--- config.mk ---
export PLATFORM = sky130hd
export DESIGN_NAME = io_bus_arbiter_flat
export DESIGN_NICKNAME = d
export VERILOG_FILES = /design/src/rtl/io_bus_arbiter_if.sv /design/src/rtl/io_bus_arbiter.sv /design/src/flat_wrapper.sv
export SDC_FILE = /design/constraint.sdc
export NUM_CORES = 1
export LEC_CHECK = 0
export ABC_AREA = 1
export CORE_MARGIN = 5
export CORE_UTILIZATION = 30
export DETAILED_ROUTE_END_ITERATION = 12
export GPL_ROUTABILITY_DRIVEN = 0
export PLACE_DENSITY = 0.68
export SLEW_MARGIN = 20
export SYNTH_ARGS = -nofsm -noshare
export SYNTH_HDL_FRONTEND = slang
export SYNTH_SLANG_ARGS = --single-unit
--- constraint.sdc ---
create_clock -name clk -period 1.3 [get_ports clk]
set_input_delay 0.26 -clock clk [delete_from_list [all_inputs] [get_ports clk]]
set_output_delay 0.26 -clock clk [all_outputs]
set_load 0.05 [all_outputs]
--- src/rtl/io_bus_arbiter_if.sv ---
// Bundle of the two master request/response channels and the shared IO slave
// bus. The arbiter uses the slave modport; whoever plays the masters and the
// IO slave uses the master modport.
interface io_bus_if;
  logic        m0_req;
  logic [31:0] m0_addr;
  logic [31:0] m0_wdata;
  logic [3:0]  m0_byteen;
  logic        m0_ready;
  logic        m0_err;

  logic        m1_req;
  logic [31:0] m1_addr;
  logic [31:0] m1_wdata;
  logic [3:0]  m1_byteen;
  logic        m1_ready;
  logic        m1_err;

  logic [31:0] rdata;
  logic [31:0] addr_out;
  logic [31:0] wdata_out;
  logic [3:0]  byteen_out;
  logic [31:0] rdata_in;

  modport slave (
    input  m0_req, m0_addr, m0_wdata, m0_byteen,
    input  m1_req, m1_addr, m1_wdata, m1_byteen,
    input  rdata_in,
    output m0_ready, m0_err, m1_ready, m1_err,
    output rdata, addr_out, wdata_out, byteen_out
  );

  modport master (
    output m0_req, m0_addr, m0_wdata, m0_byteen,
    output m1_req, m1_addr, m1_wdata, m1_byteen,
    output rdata_in,
    input  m0_ready, m0_err, m1_ready, m1_err,
    input  rdata, addr_out, wdata_out, byteen_out
  );
endinterface

--- src/rtl/io_bus_arbiter.sv ---
// io_bus_arbiter: shares the IO register bus (switches, keys, LED window)
// between the CPU data port (master 0) and the UART loader (master 1).
// Every access walks IDLE -> GRANTx -> RESPx, one cycle per step, so a
// request sampled in IDLE gets its ready pulse two edges later.
//
// state  | meaning
// IDLE   | waiting; latches the winning master's addr/wdata/byteen
// GRANT0 | master 0 access driven on the slave bus (quiet if out of window)
// GRANT1 | master 1 access driven on the slave bus (quiet if out of window)
// RESP0  | m0_ready pulse, m0_err valid
// RESP1  | m1_ready pulse, m1_err valid
module io_bus_arbiter #(
  parameter logic [31:0] BASE_ADDR  = 32'h0000_7f50,
  parameter logic [31:0] LIMIT_ADDR = 32'h0000_7f63
) (
  input logic     clk,
  input logic     reset,
  io_bus_if.slave bus
);

  typedef enum logic [2:0] {
    IDLE   = 3'd0,
    GRANT0 = 3'd1,
    GRANT1 = 3'd2,
    RESP0  = 3'd3,
    RESP1  = 3'd4
  } state_t;

  state_t      state;
  state_t      state_nxt;
  logic        rr_ptr;
  logic        rr_ptr_nxt;
  logic        load;
  logic        load_sel;
  logic [31:0] lat_addr;
  logic [31:0] lat_wdata;
  logic [3:0]  lat_byteen;
  logic        lat_err;
  logic [31:0] rdata_q;
  logic        in_window;
  logic        in_grant;

  // The window check works on the latched address, so a master moving its
  // address after the grant cannot change the access in flight.
  assign in_window = (lat_addr >= BASE_ADDR) && (lat_addr <= LIMIT_ADDR);
  assign in_grant  = (state == GRANT0) || (state == GRANT1);
  assign bus.rdata = rdata_q;

  // State register and round-robin pointer; reset beats every transition.
  always_ff @(posedge clk) begin
    if (reset) begin
      state  <= IDLE;
      rr_ptr <= 1'b0;
    end else begin
      state  <= state_nxt;
      rr_ptr <= rr_ptr_nxt;
    end
  end

  // Arbitration, next state, ready/err pulses and the gated slave bus.
  always_comb begin
    state_nxt      = state;
    rr_ptr_nxt     = rr_ptr;
    load           = 1'b0;
    load_sel       = 1'b0;
    bus.m0_ready   = 1'b0;
    bus.m0_err     = 1'b0;
    bus.m1_ready   = 1'b0;
    bus.m1_err     = 1'b0;
    bus.addr_out   = '0;
    bus.wdata_out  = '0;
    bus.byteen_out = '0;

    unique case (state)
      IDLE: begin
        // rr_ptr names the master that wins a tie.
        if (bus.m0_req && bus.m1_req) begin
          load      = 1'b1;
          load_sel  = rr_ptr;
          state_nxt = rr_ptr ? GRANT1 : GRANT0;
        end else if (bus.m0_req) begin
          load      = 1'b1;
          load_sel  = 1'b0;
          state_nxt = GRANT0;
        end else if (bus.m1_req) begin
          load      = 1'b1;
          load_sel  = 1'b1;
          state_nxt = GRANT1;
        end
      end
      GRANT0: begin
        state_nxt  = RESP0;
        rr_ptr_nxt = 1'b1;
      end
      GRANT1: begin
        state_nxt  = RESP1;
        rr_ptr_nxt = 1'b0;
      end
      RESP0: begin
        bus.m0_ready = 1'b1;
        bus.m0_err   = lat_err;
        state_nxt    = IDLE;
      end
      RESP1: begin
        bus.m1_ready = 1'b1;
        bus.m1_err   = lat_err;
        state_nxt    = IDLE;
      end
      default: begin
        state_nxt = IDLE;
      end
    endcase

    // Out-of-window accesses never reach the slave: the bus stays quiet.
    if (in_grant && in_window) begin
      bus.addr_out   = lat_addr;
      bus.wdata_out  = lat_wdata;
      bus.byteen_out = lat_byteen;
    end
  end

  // Latch the winner's request in IDLE and capture the result at the end of GRANT.
  always_ff @(posedge clk) begin
    if (reset) begin
      lat_addr   <= '0;
      lat_wdata  <= '0;
      lat_byteen <= '0;
      lat_err    <= 1'b0;
      rdata_q    <= '0;
    end else begin
      if (load) begin
        lat_addr   <= load_sel ? bus.m1_addr   : bus.m0_addr;
        lat_wdata  <= load_sel ? bus.m1_wdata  : bus.m0_wdata;
        lat_byteen <= load_sel ? bus.m1_byteen : bus.m0_byteen;
      end
      if (in_grant) begin
        rdata_q <= in_window ? bus.rdata_in : '0;
        lat_err <= !in_window;
      end
    end
  end

endmodule

--- src/flat_wrapper.sv ---
// flat-port wrapper written by rule: the top's interface ports become plain ports
module io_bus_arbiter_flat 
#(
  parameter logic [31:0] BASE_ADDR  = 32'h0000_7f50,
  parameter logic [31:0] LIMIT_ADDR = 32'h0000_7f63
)
  (clk, reset, bus_m0_req, bus_m0_addr, bus_m0_wdata, bus_m0_byteen, bus_m1_req, bus_m1_addr, bus_m1_wdata, bus_m1_byteen, bus_rdata_in, bus_m0_ready, bus_m0_err, bus_m1_ready, bus_m1_err, bus_rdata, bus_addr_out, bus_wdata_out, bus_byteen_out);
  io_bus_if bus_i ();
  input logic clk;
  input logic reset;
  input wire logic [$bits(bus_i.m0_req)-1:0] bus_m0_req;
  input wire logic [$bits(bus_i.m0_addr)-1:0] bus_m0_addr;
  input wire logic [$bits(bus_i.m0_wdata)-1:0] bus_m0_wdata;
  input wire logic [$bits(bus_i.m0_byteen)-1:0] bus_m0_byteen;
  input wire logic [$bits(bus_i.m1_req)-1:0] bus_m1_req;
  input wire logic [$bits(bus_i.m1_addr)-1:0] bus_m1_addr;
  input wire logic [$bits(bus_i.m1_wdata)-1:0] bus_m1_wdata;
  input wire logic [$bits(bus_i.m1_byteen)-1:0] bus_m1_byteen;
  input wire logic [$bits(bus_i.rdata_in)-1:0] bus_rdata_in;
  output wire logic [$bits(bus_i.m0_ready)-1:0] bus_m0_ready;
  output wire logic [$bits(bus_i.m0_err)-1:0] bus_m0_err;
  output wire logic [$bits(bus_i.m1_ready)-1:0] bus_m1_ready;
  output wire logic [$bits(bus_i.m1_err)-1:0] bus_m1_err;
  output wire logic [$bits(bus_i.rdata)-1:0] bus_rdata;
  output wire logic [$bits(bus_i.addr_out)-1:0] bus_addr_out;
  output wire logic [$bits(bus_i.wdata_out)-1:0] bus_wdata_out;
  output wire logic [$bits(bus_i.byteen_out)-1:0] bus_byteen_out;
  assign bus_i.m0_req = bus_m0_req;
  assign bus_i.m0_addr = bus_m0_addr;
  assign bus_i.m0_wdata = bus_m0_wdata;
  assign bus_i.m0_byteen = bus_m0_byteen;
  assign bus_i.m1_req = bus_m1_req;
  assign bus_i.m1_addr = bus_m1_addr;
  assign bus_i.m1_wdata = bus_m1_wdata;
  assign bus_i.m1_byteen = bus_m1_byteen;
  assign bus_i.rdata_in = bus_rdata_in;
  assign bus_m0_ready = bus_i.m0_ready;
  assign bus_m0_err = bus_i.m0_err;
  assign bus_m1_ready = bus_i.m1_ready;
  assign bus_m1_err = bus_i.m1_err;
  assign bus_rdata = bus_i.rdata;
  assign bus_addr_out = bus_i.addr_out;
  assign bus_wdata_out = bus_i.wdata_out;
  assign bus_byteen_out = bus_i.byteen_out;
  io_bus_arbiter #(.BASE_ADDR(BASE_ADDR), .LIMIT_ADDR(LIMIT_ADDR)) u_core (.clk(clk), .reset(reset), .bus(bus_i));
endmodule
==> results of run 1 <==
[cells by family after synthesis]
logic type | Yosys count | share of synthesized area, %
AO/OA/AOI/OAI | 244 | 27.4
buffers and inverters | 132 | 13.9
flip-flops | 105 | 43.8
other | 1 | 0.0781
AND/OR/NAND/NOR | 158 | 14.8
[metal layers]
metal	track usage [%]	up-vias	wire length (microns)
li1	-	2755	-
met1	22.9	2583	8280
met2	33.2	215	10800
met3	4.15	36	1280
met4	7.33	0	588
met5	0	-	0
[through the flow]
| step | worst slack, ns | instance area, sq um | std cells | hold slack (ns) |
|---|---|---|---|---|
| finish | -0.877 | 10300 | 1154 | 0.480 |
| global route | -0.957 | 10300 | 1154 | 0.478 |
| CTS | -0.801 | 9480 | 1127 | 0.467 |
| detailed placement | -0.522 | 9060 | 1111 | 0.489 |
| global placement | -0.502 | 9060 | 1111 | 0.487 |
| floorplan | -0.377 | 5250 | 657 | 0.420 |
[final cells by class]
type / count / area [sq um]
Clock buffer: 9 / 225
Clock inverter: 7 / 78.8
Fill cell: 1271 / 5430
Inverter: 60 / 272
Multi-Input combinational cell: 421 / 2830
Sequential cell: 105 / 2120
Tap cell: 216 / 270
Timing Repair Buffer: 336 / 4540
[worst max-delay path, delay by kind of cell, from the launching register on]
kind / cells / cell delay, ns
and+or+nand+nor: 7 / 0.93
buffers and inverters: 2 / 0.33
DFF: 1 / 0.31
[report_power, final]
| group | total, mW | switching, mW | leakage [nW] | internal, mW |
|---|---|---|---|---|
| Sequential | 4.26 | 0.396 | 0.868 | 3.87 |
| Clock | 2.79 | 1.28 | 0.139 | 1.51 |
| Combinational | 5.25 | 2.79 | 2.79 | 2.46 |
| Total | 12.3 | 4.47 | 3.79 | 7.84 |
[state kept, by name, indices dropped and copies added, names as in the netlist]
signal,cells
u_core.rr_ptr,1
u_core.lat_byteen,4
u_core.lat_err,1
u_core.bus.rdata,32
u_core.lat_wdata,32
u_core.lat_addr,32
u_core.state,3
[path summary, 6_finish.rpt]
| path | start | end | slack, ns | depth (start not counted) |
|---|---|---|---|---|
| worst max register to register | u_core.lat_addr[28]$_SDFFE_PP0P_ | u_core.bus.rdata[18]$_SDFFE_PP0P_ | -0.40 | 8 |
| worst min register to register | u_core.bus.rdata[31]$_SDFFE_PP0P_ | u_core.bus.rdata[31]$_SDFFE_PP0P_ | 0.50 | 2 |
| worst min-delay path | bus_rdata_in[31] | u_core.bus.rdata[31]$_SDFFE_PP0P_ | 0.48 | 3 |
| worst max-delay path | u_core.lat_addr[28]$_SDFFE_PP0P_ | bus_wdata_out[8] | -0.88 | 9 |
[repair_timing]
| action | 4_1_cts | 5_1_grt |
|---|---|---|
| gates resized for setup | 43 | 108 |
| setup buffers | 1 | 15 |
| setup endpoints to repair | 156 | 156 |
| pin swaps | 2 | 32 |
| cloned | 0 | 16 |
| endpoints found under the hold margin | 0 | 0 |
| hold buffers | 0 | 0 |
[cells in the final DEF, fill, tap and decap left out, types with 11 or more instances in the layout]
cell,instances
nand3_1,34
clkdlybuf4s50_1,171
nor2_4,46
a21oi_1,90
a21oi_2,13
o21ai_0,35
o22ai_1,48
buf_12,98
inv_1,46
buf_6,14
buf_4,31
dfxtp_1,94
nand2_1,45
o21ai_1,29
nor2_1,11
conb_1,18
clkbuf_16,21
==> results list, run 1 <==
- Detailed placement HPWL: 13700 microns
- For this run, design rule violations remaining after detail routing come to 0.
* Cell Pwr Density: 1190 nW/um^2
- The final layout contains 1105 nets.
* H-tree levels: 3
- Highest Clock Rate: 459 MHz
* Clock root cell: clkbuf_16
* Via count of the first global-routing pass: 5414
- The worst setup path is captured at an output port.
* Number of clock sinks: 105
- The largest individual stage delay along the critical path comes from the cell dfxtp_1.
* Number of vias per cell: 4.84
- The hold violation count in the final report came to 0.
- Setup violations remaining at the end of the flow were counted as 156.
* Required arrival time at the worst endpoint: 1.04 ns
- In the synthesized netlist the async set-or-reset flop fraction comes to 0%.
- Pin count of the biggest net entering global routing: 63
- Clock Latency Late Sink: 0.35 ns
* WS Path Type: register to output port
- Setup repair after global routing could not meet its margin everywhere.
* Die Height: 136 microns
* Synth cell count leaders: 105 x dfxtp_1, 103 x a21oi_1, 68 x o22ai_1
- Subtracting the final worst setup slack from the clock period gives 2.18 ns.
* Die footprint: 18600 sq um
- The number of antenna diodes in the final layout is 0.
* Failing checks: negative setup slack
- The first global-routing pass estimated 28300 microns of wire.
- Count of unique library cells instantiated by Yosys: 29
* Maxcap violations: 0
- Dominant cell type by count on the critical path: nor2_4
- Synthesis produced a netlist whose cell count is 640.
* Top post-synthesis cells by area: dfxtp_1 44%, a21oi_1 11%, o22ai_1 8.9%
* Routed via count: 5589
- In this run the remaining antenna-violating nets after routing total 0.
* Most frequently used cell type in the post-synthesis netlist: dfxtp_1
- Flip-flop cell with the highest count after synthesis: dfxtp_1
- After clock tree synthesis, the clock-pin slew on the worst setup and hold paths is 0.07 ns.
- During I/O placement, the number of pins put on the boundary was 276.
- On the final layout, the worst clock skew is 0.0112 ns.
- Global routing used 19.1% of the available tracks across all layers.
- Fraction of post-synthesis cell area in the top cell type by area: 43.8%
- TritonCTS built the clock tree.
- Synth area leader: dfxtp_1
* Worst path arrival time: 1.92 ns
- Kind of path behind the tightest hold check: input pin to register
- The floorplan has 46 rows.
* Mean area per synthesized cell: 7.50 sq um
- For this block, the routed nets add up to 20900 microns of wire.
- After layout, the worst setup slack is -0.877 ns.
- The initial antenna violation count is 0.
- After synthesis, flip-flops and latches occupy 43.8% of the total area.
- The worst-case IR drop observed on VDD is 0.000927 V.
* Worst path cell trace: nor2_1 > nand2_1 > nor2_2 > nand2_2 > nor2_4 > nand2_4 > buf_16 > nor2_4 > buf_12
- Result of the run: finished with violations
* Horizontal extent of the die: 136 microns
* Maximum cell stage delay along the critical path: 0.31 ns
* Final Power: 12.3 mW
- The Yosys step of the flow raised 0 warnings.
- Category of the worst setup path launch point: register
- Crit-path max FO: 6
- Total CTS buffers: 9
- Counting along the longest clock path gives a buffer depth of 2.
- The pre-antenna-repair detailed-routing pass consisted of 5 iterations.
- Number of enable flip-flop cells after synthesis: 0
- Fin util: 65.5%
* Sum of negative setup slack: -70.01 ns
* Starting DRC count in detailed routing: 244
* Global-route congestion overflow total: 0
- Number of synthesized register bits: 105
- Number of buffers added on ports: 257
- The analysis attributes to cell leakage a power of 3.79 nW.
- Starting Density: 30.4%
- Core area: 15800 sq um
- From synthesis to final layout, the design area changed by 115%.
- Final number of max-transition violations: 0
- After detailed routing, the average wire length per cell comes to 18.1 microns.
- In the final layout, the share of cells above drive strength 1 is 33.5%.
* Mapped cell area: 4800 sq um
* Final clock period utilization by the worst path: 167%
No activity file was read; power rests on OpenSTA's default activity.
==> inputs of run 2 (changes only) <==
Settings changed: CTS_CLUSTER_SIZE from default to 24, GPL_ROUTABILITY_DRIVEN 0 to 1, MAX_ROUTING_LAYER from default to met4.
==> results list, run 2 (same netlist as run 1, synthesis figures left out) <==
- Clock root cell: clkbuf_16
- Crit-path max FO: 6 (unchanged)
- TritonCTS built the clock tree.
- Static leakage: 3.70 nW (-2.4%)
* Final number of hold-violating endpoints: 0 (unchanged)
* Most common library cell in the layout ignoring fill and taps: clkdlybuf4s50_1
- Starting DRC count in detailed routing: 304 (+25%)
- Worst path cell trace: nor2_1 > nand2_1 > nor2_2 > nand2_2 > nor2_4 > nand2_4 > buf_16 > nor2_4 > buf_12
- Kind of path behind the tightest hold check: input pin to register
* Final setup violation count: 156 (unchanged)
* WS Path Type: register to output port
* DR pass1 iterations: 5 (unchanged)
- The worst hold margin was 0.480 ns (+0.000459 ns).
* Most frequent cells in the layout: 171 x clkdlybuf4s50_1, 98 x buf_12, 95 x a21oi_1, 94 x dfxtp_1, 56 x o22ai_1
* Global-route congestion overflow total: 0 (unchanged)
- The die outline area was 18600 sq um (unchanged).
- The final standard cell utilization of the core is 63.8% (-1.7 points).
- Routability-driven placement finished with a final weighted congestion of 0.792.
* Final nets: 1096 (-0.81%)
- Horizontal extent of the die: 136 microns (unchanged)
* Remaining antenna violation count: 0 (unchanged)
- The least setup slack across all paths after layout was -0.842 ns (+0.0346 ns).
* Core area: 15800 sq um (unchanged)
- The share of post-route cells with drive strength above 1 is 31.2% (-2.3 points).
* Wire length of the first global-routing pass: 28200 microns (-0.22%)
- The height of the die is 136 microns (unchanged).
- Final number of max-transition violations: 0 (unchanged)
* Clock-pin slew of the registers on the worst-case setup and hold paths: 0.08 ns (about the same)
- The global-route usage over all layers was 19.6% (+0.51 points).
- Maxcap violations: 0 (unchanged)
- For this design, the slowest cell found on the critical path is dfxtp_1.
- Sum of negative setup slack: -64.91 ns (+5.10 ns)
- Clock Latency Late Sink: 0.35 ns (about the same)
* Layout-stage area growth over the synthesis result: 110%
- Post-Route WL: 20100 microns (-3.7%)
* Number of antenna violations at the first check in global routing: 0 (unchanged)
* Ant. Diodes: 0 (unchanged)
- The arrival time at the worst endpoint was 1.88 ns (-0.04 ns).
- Number of top-level design ports: 276 (unchanged)
* H-tree levels: 3 (unchanged)
- Setup repair after global routing missed its margin: true
- Routed via count: 5489 (-1.8%)
- The setup skew after layout was 0.0113 ns (+0.0000248 ns).
* Pin count of the biggest net entering global routing: 63 (unchanged)
* Number of buffers added on ports: 257 (unchanged)
* Failing checks: negative setup slack
* Category of the worst setup path launch point: register
* Total CTS buffers: 9 (unchanged)
- The DRC violation count after routing is 0 (unchanged).
- Number of clock sinks: 105 (unchanged)
* Via count of the first global-routing pass: 5426 (+0.22%)
- Std-Cell Rows: 46 (unchanged)
- Minimum clock period after layout: 2.14 ns (-0.0346 ns)
- Max Root-Sink Buffers: 2 (unchanged)
- Result of the run: finished with violations
- Number of cells after detailed placement: 1111 (unchanged)
- The per-cell via count in the routed design came to 4.79 (-1.0%).
- Detailed placement HPWL: 13700 microns (unchanged)
- The worst setup timing slack at the placement stage is -0.522 ns (unchanged).
- The worst stage delay on the critical path is 0.31 ns (about the same).
* Highest Clock Rate: 467 MHz (+1.6%)
- The worst setup path is captured at an output port.
- The starting utilization of the core area is 30.4% (unchanged).
* Cell Pwr Density: 1170 nW/um^2 (-1.4%)
- Required arrival time at the worst endpoint: 1.04 ns (about the same)
* Largest vdd supply drop: 0.00101 V (+8.9%)
- Dominant cell type by count on the critical path: nor2_4
* Total buffers and inverters traversed by the critical path: 2 (unchanged)
- The kind of cell with the highest combined delay along the critical path is simple AND/OR/NAND/NOR gates.
- Final clock period utilization by the worst path: 165% (-2.7 points)
* Final instance count without filler cells: 1145 (-0.78%)
- Wire length per cell: 17.6 microns (-3.0%)
[run 2: path summary, 6_finish.rpt]
path,slack (ns),depth (start not counted),endpoint,from
max,-0.84,9,bus_wdata_out[8],u_core.lat_addr[28]$_SDFFE_PP0P_
min,0.48,3,u_core.bus.rdata[1]$_SDFFE_PP0P_,bus_rdata_in[1]
max reg2reg,-0.37,8,u_core.bus.rdata[18]$_SDFFE_PP0P_,u_core.lat_addr[28]$_SDFFE_PP0P_
min reg2reg,0.50,2,u_core.bus.rdata[4]$_SDFFE_PP0P_,u_core.bus.rdata[4]$_SDFFE_PP0P_
[run 2: timing repair]
item                       CTS  global route
setup buffers                1             9
hold buffers                 0             0
setup endpoints to repair  156           156
pin swaps                    2            27
resized for setup           43            78
cloned                       0            12
[run 2: where the power goes]
group | total, mW | internal [mW] | switching (mW)
sequential | 4.25 | 3.87 | 0.386
combinational | 4.78 | 2.18 | 2.60
clock | 2.79 | 1.51 | 1.28
total | 11.8 | 7.56 | 4.26
[run 2: cell type report]
cell class	count	area [sq um]
inverter	60	272
multi-input combinational	421	2710
sequential	105	2120
tap	216	270
timing repair buffer	327	4390
fill	1289	5700
clock buffer	9	225
clock inverter	7	78.8
[run 2: metal layers]
layer  part of all wire [%]  GRT usage, %  up-vias
met3                    5.4          3.07       30
met2                     52          33.4      209
met1                     40          23.3     2516
met4                    2.5          7.33        0
li1                       -             -     2734
met5                      0             -        -
[run 2: worst min-delay path, stage by stage]
cell and delay (ns):
clkdlybuf4s50_1 0.39, nand3_1 0.08, a21oi_1 0.05
[run 2: per-stage QoR]
stage	cell area (sq um)	power, mW
after CTS	9480	10.9
after floorplan	5250	6.41
after global routing	10100	12.5
after detailed placement	9060	7.95
after global placement	9060	7.89
final	10100	11.8
==> inputs of run 3 (changes only) <==
Settings changed: PLACE_DENSITY 0.68 to 0.66, REMOVE_ABC_BUFFERS from default to 1.
Clock period 1.3 ns to 2.2 ns, I/O delays scaled along.
==> results list, run 3 (same netlist as run 1, synthesis figures left out) <==
* Reg-to-reg slack, setup: 0.51 ns (+0.88 ns)
- Tightest Pin Transition: 0.525 ns
- Minimum clock period after layout: 2.32 ns
- For hold timing, the worst endpoint is u_core.bus.rdata[16]$_SDFFE_PP0P_.
* Die footprint: 18600 sq um (unchanged)
- Reg-to-reg startpoint: u_core.lat_addr[24]$_SDFFE_PP0P_
- The DRC violation count after routing is 0 (unchanged).
- Number of clock sinks: 105 (unchanged)
- Total buffers and inverters traversed by the critical path: 2 (unchanged)
- Number of buffers added on ports: 257 (unchanged)
- The setup path with the least slack is of type register to output port.
- Post-Route WL: 18100 microns (-10%)
* Final Power: 6.02 mW (-49%)
* Total CTS buffers: 9 (unchanged)
* Static leakage: 3.22 nW (-13%)
* Final setup violation count: 50 (-68%)
* Dominant cell type by count on the critical path: nor2_4
- The min-delay analysis places its worst path in the category register to register.
* Busiest grt layer: met2
- The global routing met3 resource utilization is 5.11% (+2.0 points).
- Fill cell count: 1432 (+11%)
- The number of search-and-repair iterations in the first detailed-routing pass is 6 (+1).
- Final nets: 1048 (-4.4%)
- The area of combinational cells with multiple inputs came to 2470 sq um (-9.0%).
- Max Root-Sink Buffers: 2 (unchanged)
- Clock root cell: clkbuf_16
- Non-Filler Cell Area, Final: 8900 sq um (-12%)
- Met1 track utilization from global routing: 24.3% (+0.97 points)
- The worst hold margin is 0.465 ns (-0.0155 ns).
- Fin util: 56.4% (-7.4 points)
- Final instance count without filler cells: 1098 (-4.1%)
- Required arrival time at the worst endpoint: 1.76 ns (+0.72 ns)
- Largest vdd supply drop: 0.000414 V (-59%)
- Critical hold path startpoint: u_core.bus.rdata[16]$_SDFFE_PP0P_
* Final number of max-transition violations: 0 (unchanged)
* Result of the run: finished with violations
- The cell count of the worst hold path is 2 (-1).
- The worst pin sits at a relative slew slack of 64.9%.
* Capture point of the worst reg-to-reg path: u_core.bus.rdata[24]$_SDFFE_PP0P_
- Number of antenna violations at the first check in global routing: 1 (+1)
- Largest clock skew in the final design: 0.0148 ns (+0.00352 ns)
- The share of post-route cells with drive strength above 1 came to 19.4% (-12 points).
- Worst path cell trace: nor2_1 > nand2_1 > nor2_2 > nand2_2 > nor2_4 > nand2_8 > clkbuf_16 > nor2_4 > buf_12
- The die outline width is 136 microns (unchanged).
- The count of pins on the block boundary was 276 (unchanged).
- Layout-stage area growth over the synthesis result: 85.5%
- For this run, the top clock speed supported by timing is 431 MHz.
- The via count of the first global-routing pass came to 5141 (-5.3%).
* Slowest-stage cell, CP: dfxtp_1
* Wire length of the first global-routing pass: 27600 microns (-2.3%)
- Clock tree from TritonCTS: yes
- The site row count is 46 (unchanged).
* Routing usage on met2: 30.9% (-2.5 points)
- The library cells used most frequently in the layout, excluding fill and tap cells, are 203 x clkdlybuf4s50_1, 103 x a21oi_1, 98 x dfxtp_1, 68 x o22ai_1, 60 x o21ai_0.
* Clock Latency Late Sink: 0.35 ns (about the same)
* Element type at the critical path end: output port
- Crit-path max FO: 8 (+2)
- The storage element area came to 2110 sq um (-0.47%).
- The detailed-route wire length per cell was 16.5 microns (-6.3%).
* Crit path max-delay family: simple AND/OR/NAND/NOR gates
- Number of cells traversed by the worst register-to-register path: 9 (+1)
- Starting DRC count in detailed routing: 256 (-16%)
- Setup repair after global routing could not meet its margin everywhere.
* Number of cells after detailed placement: 1071 (-3.6%)
- Core area: 15800 sq um (unchanged)
- Placement Cell Area: 7990 sq um (-12%)
- H-tree levels: 3 (unchanged)
* Detailed placement HPWL: 12500 microns (-8.7%)
- The count of antenna-violating nets left after detailed routing is 0 (unchanged).
- The total congestion overflow was 0 (unchanged).
* Routed via count: 5273 (-3.9%)
- The height of the die is 136 microns (unchanged).
- Category of the worst setup path launch point: register
* Worst path setup slack after routing: -0.119 ns (+0.723 ns)
- Maximum cell stage delay along the critical path: 0.32 ns (about the same)
* Final number of hold-violating endpoints: 0 (unchanged)
- The final weighted congestion of routability-driven global placement came to 0.817 (+3.1%).
* Post-CTS Hold Fix Bufs: 0 (unchanged)
- Clock-pin slew of the registers on the worst-case setup and hold paths: 0.07 ns (about the same)
- The power per cell area is 676 nW/um^2 (-42%).
* Most common library cell in the layout ignoring fill and taps: clkdlybuf4s50_1
- Starting Density: 30.4% (unchanged)
* Pin count of the biggest net entering global routing: 80 (+27%)
- The max-cap violation count is 0 (unchanged).
- Global-route total usage across every layer: 19.5% (-0.10 points)
- Number of vias per cell: 4.80 (+0.18%)
- Worst path arrival time: 1.88 ns (about the same)
- Final clock period utilization by the worst path: 105%
- The checks that failed: negative setup slack.
==> run 3: cell types whose count changed in the layout (fill, tap and decap cells not counted), moves of 8 or more <==
cell,change
clkdlybuf4s50_1,+32
buf_4,-16
buf_12,-41
o22ai_1,+12
a21oi_2,-8
o21ai_1,-17
buf_6,-13
clkinvlp_4,-8
a21oi_1,+8
o21ai_0,+22
o22ai_2,-8
==> run 3: worst register-to-register path: stages (launching register included) <==
cell	delay, ns
dfxtp_1	0.32
nor2_1	0.11
nand2_1	0.07
nor2_2	0.13
nand2_2	0.08
nor2_4	0.18
buf_4	0.13
buf_4	0.30
nand3_1	0.15
a21oi_1	0.14
==> run 3: where the power goes <==
part	switching, mW	internal, mW
combinational	1.20	0.772
clock	0.773	0.777
sequential	0.214	2.28
total	2.19	3.83
==> run 3: routing by layer <==
layer  up-vias  part of all wire [%]  wire length, microns
li1       2624                     -                     -
met1      2435                    42                  7650
met2       188                    48                  8730
met3        26                   7.5                  1350
met4         0                   2.0                   369
met5         -                     0                     0
==> run 3: stage by stage <==
stage | worst slack (ns) | setup TNS (ns)
6_report | -0.119 | -4.42
5_1_grt | -0.232 | -9.99
4_1_cts | -0.115 | -4.05
3_5_place_dp | 0.209 | 0
3_3_place_gp | 0.207 | 0
2_1_floorplan | -2.55 | -191.19
==> run 3: how the worst max path moves through the flow <==
| stage | start | to | slack (ns) | cells after the start |
|---|---|---|---|---|
| global placement | u_core.lat_addr[31]$_SDFFE_PP0P_ | bus_addr_out[3] | 0.21 | 8 |
| detailed placement | u_core.state[2]$_SDFFE_PP0P_ | bus_wdata_out[1] | 0.21 | 9 |
| floorplan | u_core.state[0]$_SDFFE_PP0P_ | u_core.lat_addr[0]$_SDFFE_PP0P_ | -2.55 | 5 |
| finish | u_core.lat_addr[24]$_SDFFE_PP0P_ | bus_wdata_out[21] | -0.12 | 9 |
| CTS | u_core.lat_addr[31]$_SDFFE_PP0P_ | bus_addr_out[3] | -0.11 | 9 |
| global route | u_core.state[0]$_SDFFE_PP0P_ | bus_wdata_out[21] | -0.23 | 9 |
==> run 3: area by class of cell <==
class / count / share of cell area (%)
timing repair buffer: 280 / 38.7
multi-input combinational: 420 / 27.7
sequential: 105 / 23.7
inverter: 60 / 3.65
tap: 216 / 3.04
clock buffer: 9 / 2.53
clock inverter: 7 / 0.618
antenna: 1 / 0.0281
==> run 3: timing repair <==
item	in CTS	in global routing
endpoints found under the setup margin	50	50
resized for setup	93	50
gates cloned	2	2
pin swaps	4	5
buffers inserted	3	3
